File: config.mk
export PLATFORM = sky130hd
export DESIGN_NAME = chamber_chain_seq
export DESIGN_NICKNAME = d
export VERILOG_FILES = /design/src/rtl/chamber_chain_pkg.sv /design/src/rtl/chamber_slot.sv /design/src/rtl/chamber_chain_seq.sv
export SDC_FILE = /design/constraint.sdc
export NUM_CORES = 1
export LEC_CHECK = 0
export ABC_CLOCK_PERIOD_IN_PS = 9800
export BUFFER_PORTS_ARGS = -buffer_cell sky130_fd_sc_hd__buf_2
export CELL_PAD_IN_SITES_DETAIL_PLACEMENT = 1
export CELL_PAD_IN_SITES_GLOBAL_PLACEMENT = 1
export CORE_MARGIN = 2
export CORE_UTILIZATION = 44
export DETAILED_ROUTE_END_ITERATION = 8
export PLACE_DENSITY_LB_ADDON = 0.1
export SKIP_CTS_REPAIR_TIMING = 1
export SYNTH_ARGS = -nofsm -noshare
export SYNTH_HDL_FRONTEND = slang
export SYNTH_SLANG_ARGS = --single-unit
File: constraint.sdc
create_clock -name clk -period 9.8 [get_ports clk]
set_clock_uncertainty 0.2 [all_clocks]
set_input_delay 0.98 -clock clk [delete_from_list [all_inputs] [get_ports clk]]
set_output_delay 0.98 -clock clk [all_outputs]
set_load 0.01 [all_outputs]
File: src/rtl/chamber_chain_pkg.sv
// Shared types and width helpers for the chamber chain sequencer.
//   chamber_state_e : per-chamber state (EMPTY, FILL, DWELL, READY, MOVING)
//   val_width()     : bits needed to hold a value
//   idx_width()     : bits needed to index n items
//   max3()          : largest of three counts, used to size the chamber counter
package chamber_chain_pkg;

   typedef enum logic [2:0] {
      CH_EMPTY  = 3'd0,
      CH_FILL   = 3'd1,
      CH_DWELL  = 3'd2,
      CH_READY  = 3'd3,
      CH_MOVING = 3'd4
   } chamber_state_e;

   // Bits needed to represent max_val (never less than 1).
   function automatic int unsigned val_width(input int unsigned max_val);
      return (max_val < 2) ? 1 : $clog2(max_val + 1);
   endfunction

   // Bits needed to index n items (never less than 1).
   function automatic int unsigned idx_width(input int unsigned n);
      return (n < 2) ? 1 : $clog2(n);
   endfunction

   function automatic int unsigned max3(input int unsigned a,
                                        input int unsigned b,
                                        input int unsigned c);
      int unsigned m;
      m = (a > b) ? a : b;
      return (m > c) ? m : c;
   endfunction

endpackage

File: src/rtl/chamber_slot.sv
// One microfluidic chamber: state, held tag, shared dwell/transfer/watchdog counter.
// Optional watchdog enabled by CHAMBER_CHAIN_STALL_WATCHDOG_EN.
// Ports:
//   clk, rst_n     : clock, async active-low reset
//   fill_req       : inlet handshake into this chamber (head chamber only)
//   load_req       : upstream move into this chamber completes this edge
//   tag_in         : tag accompanying fill_req / load_req
//   dn_free        : downstream can take this chamber's plug at this edge
//   flush          : cut any dwell short
//   state_o, tag_o : registered chamber state and tag
//   fill_valve_c   : upstream valve of this chamber is open (inlet fill)
//   move_valve_c   : downstream valve of this chamber is open (move out)
//   move_done_c    : last cycle of the move out
//   stall_hit_c    : READY long enough to trip the watchdog
module chamber_slot
   import chamber_chain_pkg::*;
#(
   parameter int unsigned TAG_W        = 4,
   parameter int unsigned DWELL_CYC    = 4,
   parameter int unsigned TRANSFER_CYC = 2,
   parameter int unsigned STALL_LIMIT  = 255
) (
   input  logic             clk,
   input  logic             rst_n,
   input  logic             fill_req,
   input  logic             load_req,
   input  logic [TAG_W-1:0] tag_in,
   input  logic             dn_free,
   input  logic             flush,
   output chamber_state_e   state_o,
   output logic [TAG_W-1:0] tag_o,
   output logic             fill_valve_c,
   output logic             move_valve_c,
   output logic             move_done_c,
   output logic             stall_hit_c
);

   localparam int unsigned CNT_W = val_width(max3(DWELL_CYC, TRANSFER_CYC, STALL_LIMIT));
   localparam logic [CNT_W-1:0] XFER_LOAD  = CNT_W'(TRANSFER_CYC - 1);
   localparam logic [CNT_W-1:0] DWELL_LOAD = CNT_W'((DWELL_CYC == 0) ? 0 : DWELL_CYC - 1);
   // A plug arriving in a chamber skips DWELL entirely when there is no dwell time.
   localparam chamber_state_e HOLD_ST = (DWELL_CYC == 0) ? CH_READY : CH_DWELL;
`ifdef CHAMBER_CHAIN_STALL_WATCHDOG_EN
   localparam logic [CNT_W-1:0] STALL_LAST = CNT_W'((STALL_LIMIT == 0) ? 0 : STALL_LIMIT - 1);
`endif

   chamber_state_e   state_q, state_d;
   logic [CNT_W-1:0] cnt_q, cnt_d;
   logic [TAG_W-1:0] tag_q, tag_d;

   // State register; reset drops the plug and closes its valves at once.
   always_ff @(posedge clk or negedge rst_n) begin
      if (!rst_n) begin
         state_q <= CH_EMPTY;
         cnt_q   <= '0;
         tag_q   <= '0;
      end else begin
         state_q <= state_d;
         cnt_q   <= cnt_d;
         tag_q   <= tag_d;
      end
   end

   // Next state. The counter times FILL/MOVING/DWELL and, while READY, the stall.
   always_comb begin
      state_d = state_q;
      cnt_d   = cnt_q;
      tag_d   = tag_q;
      unique case (state_q)
         CH_EMPTY: begin
            if (fill_req) begin
               state_d = CH_FILL;
               cnt_d   = XFER_LOAD;
               tag_d   = tag_in;
            end else if (load_req) begin
               state_d = HOLD_ST;
               cnt_d   = DWELL_LOAD;
               tag_d   = tag_in;
            end
         end
         CH_FILL: begin
            if (cnt_q == '0) begin
               state_d = HOLD_ST;
               cnt_d   = DWELL_LOAD;
            end else begin
               cnt_d = cnt_q - CNT_W'(1);
            end
         end
         CH_DWELL: begin
            if (flush || (cnt_q == '0)) begin
               state_d = CH_READY;
               cnt_d   = '0;
            end else begin
               cnt_d = cnt_q - CNT_W'(1);
            end
         end
         CH_READY: begin
            if (dn_free) begin
               state_d = CH_MOVING;
               cnt_d   = XFER_LOAD;
            end
`ifdef CHAMBER_CHAIN_STALL_WATCHDOG_EN
            else if (cnt_q != STALL_LAST) begin
               cnt_d = cnt_q + CNT_W'(1);
            end
`endif
         end
         CH_MOVING: begin
            if (cnt_q == '0) begin
               state_d = CH_EMPTY;
            end else begin
               cnt_d = cnt_q - CNT_W'(1);
            end
         end
         default: begin
            state_d = CH_EMPTY;
            cnt_d   = '0;
         end
      endcase
   end

   // Decoded outputs of the chamber state.
   always_comb begin
      fill_valve_c = (state_q == CH_FILL);
      move_valve_c = (state_q == CH_MOVING);
      move_done_c  = (state_q == CH_MOVING) && (cnt_q == '0);
      stall_hit_c  = 1'b0;
`ifdef CHAMBER_CHAIN_STALL_WATCHDOG_EN
      stall_hit_c  = (state_q == CH_READY) && (cnt_q == STALL_LAST);
`endif
   end

   assign state_o = state_q;
   assign tag_o   = tag_q;

endmodule

File: src/rtl/chamber_chain_seq.sv
// Sequencer for a linear chain of DEPTH chambers joined by DEPTH+1 valves.
// Valve 0 is the inlet, valve DEPTH the outlet. Optional stall watchdog is
// enabled by defining CHAMBER_CHAIN_STALL_WATCHDOG_EN.
// Ports:
//   clk, rst_n                 : clock, async active-low reset
//   in_valid/in_ready/in_tag   : inlet plug handshake
//   out_valid/out_ready/out_tag: outlet plug handshake
//   flush                      : end dwells early and block the inlet
//   valve_open                 : valve actuation, bit i between chamber i-1 and i
//   occupancy, busy            : count of non-empty chambers, and its non-zero flag
//   stall_err, stall_idx       : sticky watchdog flag and first offending chamber
module chamber_chain_seq
   import chamber_chain_pkg::*;
#(
   parameter int unsigned DEPTH        = 16,
   parameter int unsigned TAG_W        = 4,
   parameter int unsigned DWELL_CYC    = 4,
   parameter int unsigned TRANSFER_CYC = 2,
   parameter int unsigned STALL_LIMIT  = 255
) (
   input  logic                         clk,
   input  logic                         rst_n,
   input  logic                         in_valid,
   output logic                         in_ready,
   input  logic [TAG_W-1:0]             in_tag,
   output logic                         out_valid,
   input  logic                         out_ready,
   output logic [TAG_W-1:0]             out_tag,
   input  logic                         flush,
   output logic [DEPTH:0]               valve_open,
   output logic [val_width(DEPTH)-1:0]  occupancy,
   output logic                         busy,
   output logic                         stall_err,
   output logic [idx_width(DEPTH)-1:0]  stall_idx
);

   localparam int unsigned OCC_W = val_width(DEPTH);
   localparam int unsigned IDX_W = idx_width(DEPTH);

   chamber_state_e   st [DEPTH];
   logic [TAG_W-1:0] tg [DEPTH];
   logic [DEPTH-1:0] fill_v;
   logic [DEPTH-1:0] move_v;
   logic [DEPTH-1:0] done;
   logic [DEPTH-1:0] hit;
   logic             in_hs;

   assign in_ready  = (st[0] == CH_EMPTY) && !flush;
   assign in_hs     = in_valid && in_ready;
   assign out_valid = (st[DEPTH-1] == CH_READY);
   assign out_tag   = tg[DEPTH-1];

   // Chamber i hands its plug to i+1; the head is fed by the inlet, the tail drains to the outlet.
   for (genvar i = 0; i < DEPTH; i++) begin : g_slot
      logic             fill_req;
      logic             load_req;
      logic             dn_free;
      logic [TAG_W-1:0] tag_in;

      if (i == 0) begin : g_head
         assign fill_req = in_hs;
         assign load_req = 1'b0;
         assign tag_in   = in_tag;
      end else begin : g_body
         assign fill_req = 1'b0;
         assign load_req = done[i-1];
         assign tag_in   = tg[i-1];
      end

      // A chamber being filled by its upstream neighbour is still EMPTY, but
      // that neighbour is MOVING rather than READY, so it cannot be claimed twice.
      if (i == DEPTH-1) begin : g_tail
         assign dn_free = out_ready;
      end else begin : g_mid
         assign dn_free = (st[i+1] == CH_EMPTY);
      end

      chamber_slot #(
         .TAG_W        (TAG_W),
         .DWELL_CYC    (DWELL_CYC),
         .TRANSFER_CYC (TRANSFER_CYC),
         .STALL_LIMIT  (STALL_LIMIT)
      ) u_slot (
         .clk          (clk),
         .rst_n        (rst_n),
         .fill_req     (fill_req),
         .load_req     (load_req),
         .tag_in       (tag_in),
         .dn_free      (dn_free),
         .flush        (flush),
         .state_o      (st[i]),
         .tag_o        (tg[i]),
         .fill_valve_c (fill_v[i]),
         .move_valve_c (move_v[i]),
         .move_done_c  (done[i]),
         .stall_hit_c  (hit[i])
      );
   end

   // The tail's move completion has no downstream chamber to load.
   logic unused_done;
   assign unused_done = done[DEPTH-1];

   // Valve i is opened by chamber i filling or by chamber i-1 moving out.
   assign valve_open = {move_v, 1'b0} | {1'b0, fill_v};

   // Popcount of non-empty chambers.
   always_comb begin
      occupancy = '0;
      for (int i = 0; i < DEPTH; i++) begin
         if (st[i] != CH_EMPTY) occupancy = occupancy + OCC_W'(1);
      end
   end

   assign busy = (occupancy != '0);

`ifdef CHAMBER_CHAIN_STALL_WATCHDOG_EN
   logic             stall_err_q, stall_err_d;
   logic [IDX_W-1:0] stall_idx_q, stall_idx_d;

   // First trip wins; descending scan leaves the lowest tripping index.
   always_comb begin
      stall_err_d = stall_err_q;
      stall_idx_d = stall_idx_q;
      if (!stall_err_q) begin
         for (int i = DEPTH-1; i >= 0; i--) begin
            if (hit[i]) begin
               stall_err_d = 1'b1;
               stall_idx_d = IDX_W'(i);
            end
         end
      end
   end

   // Sticky watchdog status, cleared only by reset.
   always_ff @(posedge clk or negedge rst_n) begin
      if (!rst_n) begin
         stall_err_q <= 1'b0;
         stall_idx_q <= '0;
      end else begin
         stall_err_q <= stall_err_d;
         stall_idx_q <= stall_idx_d;
      end
   end

   assign stall_err = stall_err_q;
   assign stall_idx = stall_idx_q;
`else
   logic unused_hit;
   assign unused_hit = |hit;
   assign stall_err  = 1'b0;
   assign stall_idx  = '0;
`endif

endmodule

* Word level (Yosys, flattened, before mapping)
Cells that the tools add are included. Widths: inputs -> output; s select.
Cells by class: add/subtract/negate cells 31, equality and inequality tests 160, mux-type cells 208, bitwise gates (word level) 1, reductions and logical operators 131
Operators by type and width (number):
- $mux 8 | 80
- $pmux 8 s5 | 16
- $mux 3 | 80
- $pmux 3 s5 | 16
- $logic_not 8->1 | 16
- $ne 2x2->1 const B | 64
- $sub 8x1->8 const B | 16
- $eq 3x2->1 const B | 32
- $reduce_and 5->1 | 16
- $add 5x1->5 const B | 15
- $mux 5 | 15
- $ne 2x1->1 const B | 32
- $eq 3x1->1 const B | 16
- $eq 3x3->1 const B | 16
- $logic_not 3->1 | 16
- $reduce_and 3->1 | 16
- $reduce_bool 3->1 | 16
- $reduce_and 2->1 | 16
- $logic_and 1x1->1 | 17
- $or 17x16->17 | 1
- $logic_or 1x1->1 | 16
- $reduce_bool 5->1 | 1
- $logic_not 1->1 | 1
- $mux 1 | 1
Storage, ports and cells: register bits after elaboration 240, input bits 9, output and inout port bits 34

* Depth between registers and ports, before layout
Gate-level depths: netlist of the first run.
depth in word-level cells 33, mapped depth 43, gate-level depth less buffers 42

* By module
Synthesis of the first run repeated with hierarchy kept, for this count alone.
Second synthesis, totals: cell total of the unflattened synthesis 2010, area, all modules 18402.6 µm²
Modules (own cells, without submodules):
- chamber_slot at g_slot[0].u_slot ... | instances 10, cells each 106, area each 1006.0 µm², seq. area each 375.4 µm²
- chamber_slot at g_slot[5].u_slot ... | instances 4, cells each 106, area each 1041.0 µm², seq. area each 375.4 µm²
- chamber_chain_seq | instances 1, cells each 319, area each 2250.9 µm², seq. area each 0.0 µm²
- chamber_slot at g_slot[4].u_slot | instances 1, cells each 104, area each 998.5 µm², seq. area each 375.4 µm²
- chamber_slot at g_slot[9].u_slot | instances 1, cells each 103, area each 929.6 µm², seq. area each 375.4 µm²

* Worst setup path after synthesis of the first run
No wires, ideal clock.
kind register to output, start reg g_slot[0].u_slot.state_q[1], end out occupancy[4], arrival time 8350 ps, data required time 8620 ps, path slack 270 ps, stages on the path, launching flop included 42, cell sequence dfrtp_1 buf_2 or3_1 ha_1 clkbuf_1 xnor2_2 ha_1 or4_1 and3_1 or3_1 a31oi_1 ha_1 nor2_1 a21oi_1 xnor2_1 mux2i_1 ha_1 nand2_1 [... 6 more ...] o21ai_0 nand2_1 xnor2_1 o21ai_0 ha_1 a21oi_1 xor2_1 o21ai_0 ha_1 nand2_1 mux2i_1 a22oi_1 o21ai_0 or4_1 o21ai_0 xor2_1 nor2_1 xnor2_1
On the way: word-level cells in the longest chain between the ends 32
Ends and longest elaborated chain:
- from (decl) | line chamber_slot.sv:47 | chamber_state_e state_q, state_d;
- from (signal assigned) | line chamber_slot.sv:58 | state_q <= state_d;
- $reduce_bool 3->1 * | line chamber_chain_seq.sv:111 | if (st[i] != CH_EMPTY) occupancy = occupancy + OCC_W'(1);
- $mux 1 * | line chamber_chain_seq.sv:111
- $add 5x1->5 | line chamber_chain_seq.sv:111
- $mux 5 * | line chamber_chain_seq.sv:111
- $add 5x1->5 | line chamber_chain_seq.sv:111
- $mux 5 * | line chamber_chain_seq.sv:111
- $add 5x1->5 | line chamber_chain_seq.sv:111
- $mux 5 * | line chamber_chain_seq.sv:111
- [... 16 more ...]
- $add 5x1->5 | line chamber_chain_seq.sv:111
- $mux 5 * | line chamber_chain_seq.sv:111
- $add 5x1->5 | line chamber_chain_seq.sv:111
- $mux 5 * | line chamber_chain_seq.sv:111
- $add 5x1->5 | line chamber_chain_seq.sv:111
- $mux 5 * | line chamber_chain_seq.sv:111
- $add 5x1->5 | line chamber_chain_seq.sv:111
- $mux 5 * | line chamber_chain_seq.sv:111
- to (decl) | line chamber_chain_seq.sv:31 | output logic [val_width(DEPTH)-1:0] occupancy,
Every way passes the cells marked *; elsewhere a longest branch is shown, timed or not.

* Worst setup path in the final report of the first run
start reg g_slot[0].u_slot.state_q[0], end out occupancy[4]
The elaborated chain is that of the path after synthesis.

==> run summary, run 1 <==
Summed over all layers, the global routing overflow is 0. The logs give 13300 for the number of global-route vias before repair and 0 for the number of remaining DRC errors. TritonCTS built the clock tree.

The tools report the buffer type at the clock tree root as clkbuf_16. For this run, the slowest stage of the critical path takes 0.43 ns. At the end of routability-driven placement, the weighted congestion stood at 0.780.

The worst setup path is of the flop to output pin kind. The cell type with the highest aggregate area in the netlist is dfrtp_1. The tools report the pin count of the biggest net entering global routing as 146. The width of the die is 191 um. The share of the synthesized area in the top cell type is 39.0%, and the worst max-slew margin expressed relative to the limit is 23.5%. The vias after detailed routing is 13000, and the final instance area is 17200 sq um. The run gives 3 as the worst-case clock buffer depth. Global routing consumed, over all layers together, 21.0% of the routing resources. The tools report the clock sink count as 240.

Broken down by cell family, the worst path's largest delay share belongs to simple AND/OR/NAND/NOR gates. The share of synthesized registers carrying an async set or reset is 100%. After detailed routing, the average wire length per cell comes to 16.7 um.

The initial utilization of the core area, before any placement, comes to 44.7%. The number of hold-slack violations in the final timing report is 0. Synthesis produced 1788 cells.

The placeable core region is 34500 sq um. The area of the mapped netlist is 15400 sq um. The library cell used most frequently in the layout, excluding fill and tap cells, is nor2_1. For the pin with the worst max-slew slack, the measured transition is 1.14 ns. The top cell types in the final layout, fill and taps aside, are 252 x nor2_1, 240 x dfrtp_1, 157 x a21oi_1. Prior to clock tree synthesis, the placed netlist has a worst setup slack of -0.303 ns.

Max-cap violations in this run came to 0. The detail route stage leaves a number of antenna-violating nets equal to 0. The initial antenna violation count came out at 0.

Compared with the post-synthesis result, the final layout area differs by 11.6%. By area the synthesized netlist is led by dfrtp_1 39%, nor2_1 6.2%, a21oi_1 5.3%. After clock tree synthesis, the clock-pin slew on the worst setup and hold paths is 0.06 ns.

The floorplan die height is 191 um. The tools report the endpoint kind of the worst setup timing path as an output pin. The mean instance size in the synthesized netlist is 8.61 sq um.

The summed negative setup slack over all endpoints was -0.0539 ns. The kind of launch point of the worst setup path is a flop. The run gives 68 as the number of rows created at floorplan. Cells with a size suffix above 1 make up 14.1% of the layout. The later pin in the worst-skew pair is clocked with a latency of 0.56 ns. Hold is met by 0.257 ns.

The wire-length estimate of the detail-placed layout is 26400 um. The number of failing setup endpoints in the final timing report was 3; the worst path setup slack after routing was -0.0318 ns. The placement-stage cell area is 16000 sq um, and the detail-routed via count per cell is 5.69.

TritonCTS created 28 clock buffers. After the first detailed-routing iteration, the DRC count stood at 523. Worst path arrival time: 8.65 ns.

After synthesis, the netlist uses 73 different library cells. The count of H-tree levels built during CTS was 1. The total inserted antenna cells came out at 0. 43 I/O pins were placed. Number of buffers added on ports: 37. Setup repair after global routing could not meet its margin everywhere.

Counting flops with a built-in enable in the synthesized netlist gives 0. The final layout contains 1857 nets. The run gives 38100 um as the wire length after detailed routing. The total iterations of the first detailed-routing run was 4. The master of the slowest instance on the critical path was or4_4. Static timing analysis puts the maximum clock frequency at 102 MHz. During synthesis, Yosys emitted a total of 0 warnings. The routed design could run at a clock period as short as 9.83 ns. In this run, synthesis produced a sequential element count of 240. The die covers 36500 sq um. The first-pass GRT wire length is 64800 um. After layout, the worst path uses 100% of the clock period. The min-delay analysis places its worst path in the category input port to asynchronous set/reset pin. Highest net fanout along the worst path: 5. The share of the Yosys chip area taken by registers is 39.0%.

Most instantiated flip-flop cell in the synthesis netlist: dfrtp_1. The checks that failed: setup timing. The run gives 0 as the number of slew-limit violations in the final report. Counting both buffers and inverters, the worst setup path holds a total of 3.

The data required time at the worst endpoint was 8.62 ns. The run finished, with violations left.
-- path summary, 6_finish.rpt --
path                                                         start                                endpoint  slack, ns  cells past startpoint
hold / removal                                               rst_n  g_slot[11].u_slot.cnt_q[5]$_DFFE_PN0P_       0.26                      1
setup reg to reg             g_slot[3].u_slot.cnt_q[5]$_DFFE_PN0P_   g_slot[4].u_slot.cnt_q[7]$_DFFE_PN0P_       5.79                     12
max in group asynchronous                                    rst_n   g_slot[0].u_slot.cnt_q[3]$_DFFE_PN0P_       7.88                      2
hold reg to reg              g_slot[7].u_slot.tag_o[1]$_DFFE_PN0P_   g_slot[8].u_slot.tag_o[1]$_DFFE_PN0P_       0.30                      1
setup / recovery           g_slot[0].u_slot.state_o[0]$_DFFE_PN0P_                            occupancy[4]      -0.03                     42
min in group clk             g_slot[7].u_slot.tag_o[1]$_DFFE_PN0P_   g_slot[8].u_slot.tag_o[1]$_DFFE_PN0P_       0.30                      1
-- cells in the mapped netlist, types with 8 or more instances --
| cell type | number |
|---|---|
| a211oi_1 | 14 |
| a21oi_1 | 162 |
| a221oi_1 | 8 |
| a31oi_1 | 15 |
| and3_1 | 14 |
| clkbuf_1 | 83 |
| dfrtp_1 | 240 |
| ha_1 | 45 |
| inv_1 | 49 |
| mux2_2 | 66 |
| mux2i_1 | 17 |
| nand2_1 | 154 |
| nand2b_1 | 29 |
| nand3_1 | 45 |
| nand3b_1 | 14 |
| nor2_1 | 254 |
| nor3_1 | 64 |
| nor3b_1 | 12 |
| nor4_1 | 24 |
| nor4b_1 | 13 |
| o21ai_0 | 140 |
| o22ai_1 | 15 |
| o32ai_1 | 15 |
| or3_1 | 57 |
| or4_1 | 12 |
| xnor2_1 | 69 |
| xor2_1 | 45 |
-- cell families after synthesis --
family                     Yosys count  synth area share [%]
DFF                                240                  39.0
AOI/OAI and AO/OA                  420                  16.0
other                                1                0.0244
buffers and inverters              148                  3.88
and+or+nand+nor                    720                  22.7
muxes                               83                  5.94
adders and majority gates           45                  3.66
xor gates and xnor gates           131                  8.82
-- stage by stage --
step | utilization, % | std cells
detailed placement | 46.3 | 2212
CTS | 49.0 | 2264
floorplan | - | 1792
global route | 49.9 | 2280
finish | 49.9 | 2280
global placement | 46.3 | 2212
-- routing by layer --
metal,wire length (um),share of wire [%],global-route usage (%),vias to the layer above
met5,0,0,0,-
met4,783,2.1,5.25,0
met3,929,2.4,2.44,59
met2,19000,50,37.7,134
met1,17400,46,26.9,6442
li1,-,-,-,6346
-- area by class of cell --
class                      count  area [sq um]
clock buffer                  44           861
inverter                      50           188
clock inverter                 8          53.8
multi-input combinational   1404          8980
sequential                   240          6010
timing repair buffer          79           523
fill                        4025         17300
tap                          455           569
-- flip-flops by register name, indices dropped and copies added (netlist names) --
name / flops
g_slot.u_slot.cnt_q: 128
g_slot.u_slot.state_o: 48
g_slot.u_slot.tag_o: 64
Power of run 1 is left out: the tool's default activity adds up to more than one toggle a clock period on the data nets, which glitch-free logic cannot reach.
==> run 2, diff against run 1 <==
- CORE_UTILIZATION: 44 -> 45
- SYNTH_HIERARCHICAL: unset -> 1
==> run summary, run 2 <==
Before antenna repair, the detailed router went through 4 iterations. The clock sink count came out at 240. The master of the slowest instance on the critical path was or4b_4.

The total track usage was 23.0%; the layout overhead on the synthesized area was 12.6%. In the global route stage, met2 resource usage came out at 38.9%. The width of the die was 205 um; the data required time at the worst endpoint was 8.62 ns. The first global-routing pass estimated 81500 um of wire. The type of the setup path with the least slack is flop to output pin. The fill cell total of the finished layout was 4626; the met3 track demand over resource in global routing was 2.82%. For the worst path arrival time, the log shows 9.01 ns. By instance count, the cell type seen most on the critical path is ha_4. During synthesis, Yosys emitted a total of 6 warnings. In this run the vertical extent of the chip is 205 um. The highest achievable clock rate is 98.1 MHz. Register containing the most flip-flops in the final layout: g_slot.u_slot/cnt_q. The pin count of the biggest net entering global routing was 108; the initial antenna violation count was 0.

The number of routed nets with antenna violations was 0. In this run the tightest slew margin relative to its limit is 12.9%. The number of global-route vias before repair was 16100; the number of hold-slack violations in the final timing report was 0. Of the cells placed in the final design, the portion with a size suffix greater than 1 is 21.0%. The multi-input combinational cells in the finished layout cover a total of 11800 sq um. The leading cell type in the layout, fill and taps excluded was dfrtp_1. Setup repair after global routing could not meet its margin everywhere.

Highest net fanout along the worst path: 3. The clock edge transition at the registers on the reported setup and hold paths is 0.07 ns, and the flip-flop count of the largest register, all copies and words added is 128. The repair_antennas step left the layout with diodes totalling 0. The initial core utilization is 45.8%, and the highest cell delay on the worst timing path is 0.48 ns. In this run the core area contains 73 standard-cell rows. The run finished, with violations left.

The endpoint kind of the worst setup timing path is an output pin. In this run the deepest clock path goes through 3 buffers. The worst path setup slack after routing came out at -0.391 ns.

Synthesis handed over a netlist of 1978 instances. For the pin with the worst max-slew slack, the measured transition is 1.30 ns. The number of slew-limit violations in the final report was 0; the clock buffer count from CTS was 31.

The final reports fail on setup timing. In the layout the commonest cells are 240 x dfrtp_1, 136 x nand2_1, 127 x nor2_1. The root buffer cell chosen for the clock tree is clkbuf_16. The average wire per standard cell works out to 18.4 um. The cell area that synthesis handed to floorplanning was 18200 sq um.

The ratio of final minimum period to clock period is 104%, and the detailed placement HPWL is 33800 um. 43 I/O pins were placed. The wire length after detailed routing was 48600 um; the vias after detailed routing was 15700. The number of buffers added on ports is 37. In the routed layout, each cell is associated on average with a via count of 5.95. TritonCTS built the clock tree.

At the end of the flow the core is filled with cells to 51.5%. For the count of nets after finishing, the log shows 2149. At the placement stage, the worst setup path has a slack of -0.303 ns. The count of H-tree levels built during CTS was 1; the met1 usage was 31.4%. Counting I/O delays and the setup requirement, the final critical path takes 10.19 ns. Registers take 6010 sq um. The global routing stage identified its most utilized layer as met2. For the initial DRC count, the log shows 909. Global routing finished with a remaining overflow of 0.

The final weighted congestion in routability-driven placement is 0.827, and the clock network latency to the later pin of the worst-skew pair is 0.59 ns. The kind of launch point of the worst setup path was a flop. The die covers 42100 sq um. The mean instance size in the synthesized netlist came out at 9.21 sq um. The min-delay analysis places its worst path in the category input port to asynchronous set/reset pin. The max-cap check violation count was 0. The number of failing setup endpoints in the final timing report came out at 2. After detailed routing, the number of remaining DRC violations is 0. The region available for standard cell placement spans 39800 sq um.
-- run 2: layer usage --
metal / part of all wire, % / vias up
met5: 0 / -
met4: 1.7 / 0
met3: 2.3 / 59
met2: 48 / 128
met1: 48 / 7922
li1: - / 7618
-- run 2: layout make-up --
class                           count  area share, %
Clock inverter                     17           1.01
Timing Repair Buffer               91           3.01
Sequential cell                   240           29.3
Multi-Input combinational cell   1624           57.4
Tap cell                          525           3.20
Clock buffer                       40           4.24
Inverter                          104           1.90
-- run 2: worst paths after layout --
kind	from	endpoint	slack [ns]	depth (start not counted)
max in group asynchronous	rst_n	g_slot[8].u_slot/cnt_q[3]$_DFFE_PN0P_	7.63	2
setup reg to reg	g_slot[2].u_slot/state_o[2]$_DFFE_PN0P_	g_slot[3].u_slot/tag_o[3]$_DFFE_PN0P_	6.11	6
min in group clk	g_slot[9].u_slot/cnt_q[7]$_DFFE_PN0P_	g_slot[9].u_slot/cnt_q[7]$_DFFE_PN0P_	0.29	1
hold reg to reg	g_slot[9].u_slot/cnt_q[7]$_DFFE_PN0P_	g_slot[9].u_slot/cnt_q[7]$_DFFE_PN0P_	0.29	1
hold / removal	rst_n	g_slot[3].u_slot/cnt_q[4]$_DFFE_PN0P_	0.28	1
setup / recovery	g_slot[1].u_slot/state_o[2]$_DFFE_PN0P_	busy	-0.39	46
-- run 2: through the flow --
step	TNS [ns]	hold WS (ns)	cells	instance area [sq um]
after floorplan	0	0.244	2057	18500
after global placement	0	0.270	2576	19200
after detailed placement	-0.432	0.276	2576	19200
after CTS	-2.50	0.290	2633	20200
after global routing	-1.65	0.308	2641	20500
final	-0.630	0.284	2641	20500
-- run 2: worst max-delay path: cells and delay by family (launching register included) --
family,cells,cell delay [ns]
XOR/XNOR,5,0.78
AND/OR/NAND/NOR,16,2.67
adder cells (fa/ha/maj),9,2.40
multiplexers,1,0.29
buffers and inverters,2,0.25
flip-flops,1,0.39
AO/OA/AOI/OAI,13,1.60
Power of run 2 is left out for the same reason.
==> run 3, diff against run 2 <==
- ABC_CLOCK_PERIOD_IN_PS: 9800 -> 8950
- SKIP_LAST_GASP: unset -> 1
- clock period: 9.8 -> 8.95 ns (I/O delays scaled with it)
==> run summary, run 3 (same netlist as run 2, synthesis figures left out) <==
Data required time at the worst endpoint: 7.86 ns. The total iterations of the first detailed-routing run is 5, and the count of H-tree levels built during CTS is 1. The worst-case register-to-register setup slack was 5.30 ns; the width of the die was 205 um. The number of global-route vias before repair was 16400; the flip-flop count of the largest register, all copies and words added was 128. The number of cells in the finished layout apart from fillers was 2662; the clock edge transition at the registers on the reported setup and hold paths was 0.06 ns. Before CTS, the worst setup slack after placement is -0.608 ns. The leading cell type in the layout, fill and taps excluded is dfrtp_1.

After detailed routing, the number of remaining DRC violations is 0. Once detail routing completed, the nets flagged for antenna violations numbered 0. The initial antenna violation count is 0.

After detailed placement, the total cell area comes to 19400 sq um. The type of the setup path with the least slack is flop to output pin. The number of hold-slack violations in the final timing report was 0. The tool flagged a number of max-cap violations equal to 0. At the pin with the least slew margin, the transition time is 1.21 ns.

Floorplan die height: 205 um. The fraction of layout instances using a drive strength above 1 is 22.2%, and the total inserted antenna cells is 0. The cell count of the worst reg-to-reg path came out at 7. For the number of slew-limit violations in the final report, the log shows 0. The min-delay analysis places its worst path in the category input port to asynchronous set/reset pin.

The number of clock buffers added by TritonCTS is 30. Of all nets on the critical path, the largest fanout is 4. At the end of routability-driven placement, the weighted congestion stood at 0.831. TritonCTS built the clock tree. The clock network latency to the later pin of the worst-skew pair is 0.58 ns.

The master of the slowest instance on the critical path is or4b_4. The run gives 18.9% as the worst max-slew margin expressed relative to the limit. The die covers 42100 sq um. Worst path arrival time: 8.73 ns.

For this run, the total global-route usage over all layers was measured as 23.3%. Endpoint kind of the worst setup timing path: an output pin. The root buffer cell chosen for the clock tree is clkbuf_16.

The checks that failed: setup timing. The library cell appearing most often on the critical path is ha_4. The detailed router finished its first iteration with 839 violations.

The layout overhead on the synthesized area was 14.3%. In the finished design, the share of the clock period the worst path needs comes to 110%. The detail-routed via count per cell is 5.95, and the cell count after placement is 2595. First-pass GRT wire length: 82800 um.

On the final layout, the worst hold slack is 0.0300 ns. The net count of the finished layout is 2170. The register containing the most flip-flops in the final layout was g_slot.u_slot/cnt_q. In this run the count of I/O pins placed on the die edge is 43. For the detailed placement HPWL, the log shows 34200 um. The average wire per standard cell is 18.4 um. The final instance area was 20800 sq um; the placeable core region was 39800 sq um.

The worst path setup slack after routing is -0.878 ns. Leaving out fill and tap cells, the most frequent cells in the layout are 240 x dfrtp_1, 136 x nand2_1, 127 x nor2_1. Detailed routing inserted a total of 15900 vias. The number of buffers added on ports was 37. Kind of launch point of the worst setup path: a flop.

The floorplan has 73 rows. The pin count of the biggest net entering global routing was 64; the highest cell delay on the worst timing path was 0.50 ns. Static timing analysis puts the maximum clock frequency at 102 MHz. Counting along the longest clock path gives a buffer depth of 3.

CTS saw 240 sinks. Summed over all layers, the routed wires come to 48900 um. The number of failing setup endpoints in the final timing report was 5. Setup repair after global routing could not meet its margin everywhere. The flow ran to the end, but the final reports show violations. Global-route congestion overflow total: 0. The time the final worst path needs with I/O delays and setup is 9.83 ns, and the fill cell total of the finished layout is 4570. The initial core utilization came out at 45.8%.
[run 3: cell types whose count changed in the layout (fill, tap and decap cells not counted), sizes merged]
cell,previous run,this run
buf,91,113
bufinv,4,6
clkbuf,40,39
clkinv,10,8
clkinvlp,3,6
inv,104,101
[run 3: cell type report]
cell class / count / area (sq um) / share of cell area, %
timing repair buffer: 113 / 802 / 3.85
clock buffer: 39 / 856 / 4.11
clock inverter: 17 / 254 / 1.22
inverter: 104 / 390 / 1.87
multi-input combinational: 1624 / 11900 / 57.0
sequential: 240 / 6010 / 28.8
tap: 525 / 657 / 3.15
[run 3: final timing paths]
path	end	start
setup / recovery	busy	g_slot[1].u_slot/state_o[0]$_DFFE_PN0P_
hold / removal	g_slot[3].u_slot/cnt_q[4]$_DFFE_PN0P_	rst_n
setup reg to reg	g_slot[3].u_slot/tag_o[0]$_DFFE_PN0P_	g_slot[2].u_slot/state_o[0]$_DFFE_PN0P_
hold reg to reg	g_slot[14].u_slot/tag_o[1]$_DFFE_PN0P_	g_slot[13].u_slot/tag_o[1]$_DFFE_PN0P_
max in group asynchronous	g_slot[7].u_slot/cnt_q[0]$_DFFE_PN0P_	rst_n
min in group clk	g_slot[14].u_slot/tag_o[1]$_DFFE_PN0P_	g_slot[13].u_slot/tag_o[1]$_DFFE_PN0P_
[run 3: per-layer routing]
metal  track usage, %  vias up  wire (um)
met5                0        -          0
met3             2.60       59        965
li1                 -     7659          -
met1             31.6     8005      23400
met4             4.24        0        764
met2             40.4      129      23800
[run 3: through the flow]
stage / setup TNS [ns] / util (%)
after floorplan: -0.165 / -
after global placement: -0.330 / 48.8
after detailed placement: -0.841 / 48.8
after CTS: -4.08 / 51.5
after global routing: -4.24 / 52.3
final: -2.27 / 52.3
[run 3: worst max-delay path, delay by kind of cell (launching register included)]
kind | cells | cell delay [ns]
AND/OR/NAND/NOR | 17 | 3.03
XOR/XNOR | 7 | 0.97
multiplexers | 1 | 0.28
buffers and inverters | 1 | 0.14
AO/OA/AOI/OAI | 9 | 1.01
flip-flops | 1 | 0.37
adder cells (fa/ha/maj) | 9 | 2.33
Power of run 3 is left out for the same reason.
